[config.mk]
export PLATFORM = sky130hd
export DESIGN_NAME = tsc_multicycle_control
export DESIGN_NICKNAME = d
export VERILOG_FILES = /design/src/rtl/tsc_multicycle_control.sv
export SDC_FILE = /design/constraint.sdc
export NUM_CORES = 1
export LEC_CHECK = 0
export CORE_UTILIZATION = 51
export CTS_CLUSTER_SIZE = 8
export DETAILED_ROUTE_END_ITERATION = 12
export DONT_BUFFER_PORTS = 1
export PLACE_DENSITY_LB_ADDON = 0.1
export SYNTH_ARGS = -nofsm -noshare
export SYNTH_HDL_FRONTEND = slang
export SYNTH_SLANG_ARGS = --single-unit
export TNS_END_PERCENT = 1
[constraint.sdc]
create_clock -name clk -period 3.2 [get_ports clk]
set_input_delay 0.8 -clock clk [delete_from_list [all_inputs] [get_ports clk]]
set_output_delay 0.8 -clock clk [all_outputs]
set_load 0.01 [all_outputs]
[src/rtl/tsc_multicycle_control.sv]
// ---------------------------------------------------------------------------
// tsc_multicycle_control
//
// Multi-cycle control FSM for the TSC datapath. It steps one state per clock
// through IF -> ID -> EX -> MEM -> WB, decodes the instruction word that the
// datapath has latched, and drives every datapath control input. It stalls
// in IF and MEM until memory reports completion, counts retired instructions
// and owns the halt condition.
//
// Ports
//   clk          rising-edge clock
//   reset        asynchronous, active-high reset
//   inst         latched instruction: op=[15:12] rs=[11:10] rt=[9:8]
//                rd=[7:6] func=[5:0]
//   mem_ready    memory finished the current read/write this cycle
//   PVSWriteEn, jump, branch, WWD, HLT, MemRead, MemWrite, RegWrite,
//   MemDest, JumpDest, carry               1-bit datapath controls
//   MemToReg, RegDest, Bcond, ALUSrcA, ALUSrcB  2-bit datapath selects
//   ALUOp        ALU function
//   num_inst     retired-instruction count (wraps)
//   is_halted    set once HLT retires
//   err_timeout  sticky flag: an IF stall reached IF_TIMEOUT cycles
// ---------------------------------------------------------------------------
module tsc_multicycle_control #(
    parameter int WORD       = 16,
    parameter int IF_TIMEOUT = 255
) (
    input  logic            clk,
    input  logic            reset,
    input  logic [WORD-1:0] inst,
    input  logic            mem_ready,
    output logic            PVSWriteEn,
    output logic            jump,
    output logic            branch,
    output logic            WWD,
    output logic            HLT,
    output logic            MemRead,
    output logic            MemWrite,
    output logic            RegWrite,
    output logic            MemDest,
    output logic            JumpDest,
    output logic            carry,
    output logic [1:0]      MemToReg,
    output logic [1:0]      RegDest,
    output logic [1:0]      Bcond,
    output logic [1:0]      ALUSrcA,
    output logic [1:0]      ALUSrcB,
    output logic [3:0]      ALUOp,
    output logic [WORD-1:0] num_inst,
    output logic            is_halted,
    output logic            err_timeout
);

    // Stall counter is wide enough to reach IF_TIMEOUT and then saturate.
    localparam int               CNT_W     = $clog2(IF_TIMEOUT + 2);
    localparam logic [CNT_W-1:0] TIMEOUT_C = CNT_W'(IF_TIMEOUT);

    typedef enum logic [2:0] {
        S_IF,
        S_ID,
        S_EX,
        S_MEM,
        S_WB,
        S_HALT
    } state_t;

    state_t           state_q, state_d;
    logic [CNT_W-1:0] stall_q, stall_d;
    logic [WORD-1:0]  num_q, num_d;
    logic             halted_q, halted_d;
    logic             err_q, err_d;

    logic [3:0] op;
    logic [5:0] func;
    logic       unused_fields;
    logic       is_r_alu, is_imm, is_lwd, is_swd, is_br, is_jmp, is_jal;
    logic       is_jpr, is_jrl, is_wwd, is_hlt, is_legal;

    assign op   = inst[15:12];
    assign func = inst[5:0];
    // Register specifiers are consumed by the datapath, not by control.
    assign unused_fields = ^inst[11:6];

    always_comb begin
        is_br    = (op < 4'd4);
        is_imm   = (op >= 4'd4) && (op <= 4'd6);
        is_lwd   = (op == 4'd7);
        is_swd   = (op == 4'd8);
        is_jmp   = (op == 4'd9);
        is_jal   = (op == 4'd10);
        is_r_alu = (op == 4'd15) && (func < 6'd8);
        is_jpr   = (op == 4'd15) && (func == 6'd25);
        is_jrl   = (op == 4'd15) && (func == 6'd26);
        is_wwd   = (op == 4'd15) && (func == 6'd28);
        is_hlt   = (op == 4'd15) && (func == 6'd29);
        is_legal = is_br | is_imm | is_lwd | is_swd | is_jmp | is_jal |
                   is_r_alu | is_jpr | is_jrl | is_wwd | is_hlt;
    end

    always_comb begin
        state_d    = state_q;
        stall_d    = stall_q;
        err_d      = err_q;
        PVSWriteEn = 1'b0;
        jump       = 1'b0;
        branch     = 1'b0;
        WWD        = 1'b0;
        HLT        = 1'b0;
        MemRead    = 1'b0;
        MemWrite   = 1'b0;
        RegWrite   = 1'b0;
        MemDest    = 1'b0;
        JumpDest   = 1'b0;
        carry      = 1'b0;
        MemToReg   = 2'b00;
        RegDest    = 2'b00;
        Bcond      = 2'b00;
        ALUSrcA    = 2'b00;
        ALUSrcB    = 2'b00;
        ALUOp      = 4'd0;

        // Outputs are forced to zero for as long as reset is held, even
        // though the state register already reads IF.
        if (!reset) begin
            case (state_q)
                S_IF: begin
                    MemRead = 1'b1;
                    if (mem_ready) begin
                        state_d = S_ID;
                        stall_d = '0;
                    end else begin
                        if (stall_q != {CNT_W{1'b1}}) stall_d = stall_q + 1'b1;
                        if ((IF_TIMEOUT != 0) && (stall_d >= TIMEOUT_C)) err_d = 1'b1;
                    end
                end
                S_ID: begin
                    // ALU selects stay at PC + 1 (all zero) for the jump link value.
                    if (is_jmp || is_jal) begin
                        jump       = 1'b1;
                        PVSWriteEn = 1'b1;
                        state_d    = S_IF;
                    end else if (is_jpr || is_jrl) begin
                        jump       = 1'b1;
                        JumpDest   = 1'b1;
                        PVSWriteEn = 1'b1;
                        state_d    = S_IF;
                    end else if (is_hlt) begin
                        HLT     = 1'b1;
                        state_d = S_HALT;
                    end else if (!is_legal) begin
                        PVSWriteEn = 1'b1;   // retire as a NOP
                        state_d    = S_IF;
                    end else begin
                        state_d = S_EX;
                    end
                    if (is_jal || is_jrl) begin
                        RegWrite = 1'b1;
                        RegDest  = 2'b10;
                        MemToReg = 2'b10;
                    end
                end
                S_EX: begin
                    ALUSrcA = 2'b01;
                    state_d = S_IF;
                    if (is_r_alu) begin
                        ALUSrcB = 2'b01;
                        ALUOp   = func[3:0];
                        carry   = (func[3:0] == 4'd1) || (func[3:0] == 4'd5);
                        state_d = S_WB;
                    end else if (is_imm) begin
                        ALUSrcB = (op == 4'd6) ? 2'b11 : 2'b10;
                        ALUOp   = (op == 4'd5) ? 4'd8 : 4'd0;
                        state_d = S_WB;
                    end else if (is_lwd || is_swd) begin
                        ALUSrcB = 2'b10;
                        state_d = S_MEM;
                    end else if (is_br) begin
                        ALUSrcB    = 2'b01;
                        ALUOp      = 4'd1;
                        branch     = 1'b1;
                        Bcond      = op[1:0];
                        PVSWriteEn = 1'b1;
                    end else if (is_wwd) begin
                        WWD        = 1'b1;
                        PVSWriteEn = 1'b1;
                    end
                end
                S_MEM: begin
                    MemDest = 1'b1;
                    if (is_swd) MemWrite = 1'b1;
                    else        MemRead  = 1'b1;
                    if (mem_ready) begin
                        if (is_swd) begin
                            PVSWriteEn = 1'b1;
                            state_d    = S_IF;
                        end else begin
                            state_d = S_WB;
                        end
                    end
                end
                S_WB: begin
                    RegWrite   = 1'b1;
                    PVSWriteEn = 1'b1;
                    MemToReg   = is_lwd ? 2'b01 : 2'b00;
                    RegDest    = is_r_alu ? 2'b01 : 2'b00;
                    state_d    = S_IF;
                end
                S_HALT: state_d = S_HALT;
                default: state_d = S_IF;
            endcase
        end

        num_d    = num_q + {{(WORD-1){1'b0}}, (PVSWriteEn | HLT)};
        halted_d = halted_q | HLT;
    end

    always_ff @(posedge clk or posedge reset) begin
        if (reset) begin
            state_q  <= S_IF;
            stall_q  <= '0;
            num_q    <= '0;
            halted_q <= 1'b0;
            err_q    <= 1'b0;
        end else begin
            state_q  <= state_d;
            stall_q  <= stall_d;
            num_q    <= num_d;
            halted_q <= halted_d;
            err_q    <= err_d;
        end
    end

    assign num_inst    = num_q;
    assign is_halted   = halted_q;
    assign err_timeout = err_q;

endmodule

==> metrics.csv <==
stage;metric;value;unit
cells_and_area;area taken by multi-input logic gates;0.00120;mm^2
route;Avg WL per Cell;16.4;um
clock_network;clock buffer depth;2;
worst_setup_path;CP delay by family, top;simple AND/OR/NAND/NOR gates;
worst_setup_path;max incr delay on CP;0.43;ns
pwr;leakage;0.889;nW
timing;Final Hold Viols;0;
cells_and_area;fillcell total;344;
logic_synthesis;Distinct cells, synth;58;
route;final WL;4.75;mm
route;DRC viols;0;
logic_synthesis;synthesized area;0.00208;mm^2
logic_synthesis;Synth Net Count;266;
cells_and_area;layout cell share with drive strength beyond 1;9.13;%
timing;Final setup viols;0;
placed_design;IO Port Bufs;0;
pwr;Tot Pwr;0.00138;W
timing;RSZ-0062 raised after global routing;no;
timing;Rel. slew slack;64.9;%
clock_network;CTS Root Buffer Type;clkbuf_8;
floorplanning;Core ar.;0.00380;mm^2
clock_network;Worst-Skew Late Latency;0.28;ns
timing;Final Skew;0.00764;ns
cells_and_area;fin cells;289;
cells_and_area;Area Growth Syn to Fin;5.83;%
job;maxcap violations;0;
worst_setup_path;Crit path buffers/inverters;1;
cells_and_area;register area;751;um^2
floorplanning;Row Count;22;
clock_network;# Post-CTS Setup Buffers;0;
clock_network;Hold-fix buffers, CTS;0;
logic_synthesis;Syn Inst Count;244;
worst_setup_path;Crit Path Category;in -> out;
logic_synthesis;yosys warns;0;
global_route;vias in the first global route;1750;
floorplanning;Die Wd;65.9;um
timing;post-route clock period utilization;88.3;%
worst_setup_path;CP Capture Type;primary output;
logic_synthesis;ys flop type;dfrtp_1;
cells_and_area;Post-Route Utilization;58.0;%
worst_setup_path;worst-path fanout max;4;
worst_setup_path;critical path's slowest cell;or3_1;
pwr;power per cell area;625;mW/mm^2
global_route;first-pass GRT wire length;8.00;mm
route;via density per instance;6.49;
global_route;GRT Util Overall;23.7;%
clock_network;CTS H-tree depth;2;
placed_design;Detailed Place HPWL;3.42;mm
logic_synthesis;Synth Register Bits;30;
route;Antenna Nets Post-Route;0;
cells_and_area;commonest cells after routing, fill and taps aside;dfrtp_1, nor2_1, nand2_1;
route;via count;1876;
clock_network;clk sinks;30;
clock_network;CTS tree;done;
logic_synthesis;asr flop ratio synth;100;%
route;drt pass-1 iters;5;
worst_setup_path;critical path, cell by cell;or3_1 -> or2_2 -> nor4b_1 -> buf_4;
floorplanning;boundary pin count;62;
floorplanning;Initial Util;54.8;%
global_route;total grt overflow;0;
timing;setup TNS;0;ns
timing;fmax;354;MHz
cells_and_area;ANT cells;0;
timing;Slew Limit Fails;0;
logic_synthesis;EDFF count, synth;0;
worst_setup_path;critical path required time;2.40;ns
pwr;peak supply drop;454;uV
timing;Worst-Margin Slew;0.520;ns
placed_design;gpl congestion;0.876;
global_route;largest net degree at the start of global routing;31;
floorplanning;Die Span Y;65.9;um
worst_setup_path;Worst Path Arrival;2.02;ns
cells_and_area;commonest non-fill, non-tap cell in the layout;dfrtp_1;
placed_design;Post-Place Cells;281;
floorplanning;die footprint;0.00434;mm^2
clock_network;total CTS buffers;5;
route;initial DRC count;246;
timing;Worst Hold Slack;0.500;ns
cells_and_area;Final nets;262;
logic_synthesis;sequential element share of the synthesized area;36.0;%
clock_network;Worst-path clk slew;0.07;ns
worst_setup_path;Startpoint Class;primary input;
timing;Tmin final;2.82;ns
min_path;Min-Delay Path Class;in -> async;
global_route;antenna violations before repair;0;
clock_network;Post-CTS Resized;0;
logic_synthesis;Avg Cell Area, Syn;8.54;um^2
status;outcome;finished clean;
## area by class of cell
| type | count | share of cell area [%] |
|---|---|---|
| inverter | 10 | 1.70 |
| sequential | 30 | 34.1 |
| clock inverter | 2 | 0.568 |
| clock buffer | 6 | 3.75 |
| multi-input combinational | 185 | 54.5 |
| timing repair buffer | 8 | 2.72 |
| tap | 48 | 2.72 |
## per-stage QoR
step	area, um^2	setup WS [ns]
after floorplan	2080	0.227
after global placement	2110	0.265
after detailed placement	2110	0.239
after CTS	2200	0.391
after global routing	2200	0.292
final	2200	0.376
## synthesized netlist by cell type, types with 3 or more instances
cell type,count,area [um^2]
dfrtp_1,30,751
nor2_1,18,67.6
nand2_1,16,60.1
xnor2_1,15,131
a21oi_1,10,50.1
inv_1,10,37.5
nand4_1,10,62.6
clkbuf_1,9,33.8
nand2b_1,9,56.3
nor3_1,9,45.0
nand3_1,8,40.0
o21ai_0,8,40.0
and2_1,7,43.8
a31oi_1,6,37.5
buf_2,6,30.0
nor4_1,6,37.5
and4_1,4,35.0
buf_4,4,30.0
a21o_1,3,22.5
ha_1,3,37.5
nor2b_1,3,18.8
o311ai_0,3,26.3
## worst register-to-register path, stage by stage (launching register included)
cell,delay (ns)
dfrtp_1,0.61
nand2b_1,0.19
nor4_1,0.31
o211ai_1,0.18
o41ai_1,0.10
ha_1,0.24
and2_1,0.15
and4_1,0.26
nand4_1,0.12
xnor2_1,0.15
## flip-flops by register name, summed over array words and instances, names as in the netlist
signal and flops:
stall_q 9, err_timeout 1, state_q 3, is_halted 1, num_inst 16
## worst paths after layout
check                             start           end  slack [ns]  cells after the start
setup / recovery                inst[4]         carry        0.38                      4
hold / removal                    reset    stall_q[5]        0.50                      2
setup reg to reg             state_q[1]  num_inst[13]        0.78                      9
hold reg to reg            num_inst[15]  num_inst[15]        0.53                      1
max in group asynchronous         reset  num_inst[14]        2.42                      2
min in group clk           num_inst[15]  num_inst[15]        0.53                      1
## logic make-up after synthesis
logic type	Yosys count	synth area share [%]
fa+ha+maj	3	1.80
simple gates	106	28.7
buf+inv	29	6.31
flops	30	36.0
other cells	1	0.180
compound gates	58	19.8
xor+xnor	17	7.15
## routing by layer
| layer | wire (um) | up-vias | GRT usage, % |
|---|---|---|---|
| li1 | - | 896 | - |
| met1 | 2060 | 885 | 29.8 |
| met2 | 2300 | 87 | 38.8 |
| met3 | 343 | 8 | 6.03 |
| met4 | 48 | 0 | 8.70 |
| met5 | 0 | - | 0 |
## power breakdown
part,total [W],switching (W),internal (W)
sequential,0.000626,0.000172,0.000455
combinational,0.000428,0.000244,0.000184
clock,0.000324,0.000151,0.000173
Power figures use the tool's default switching activity.
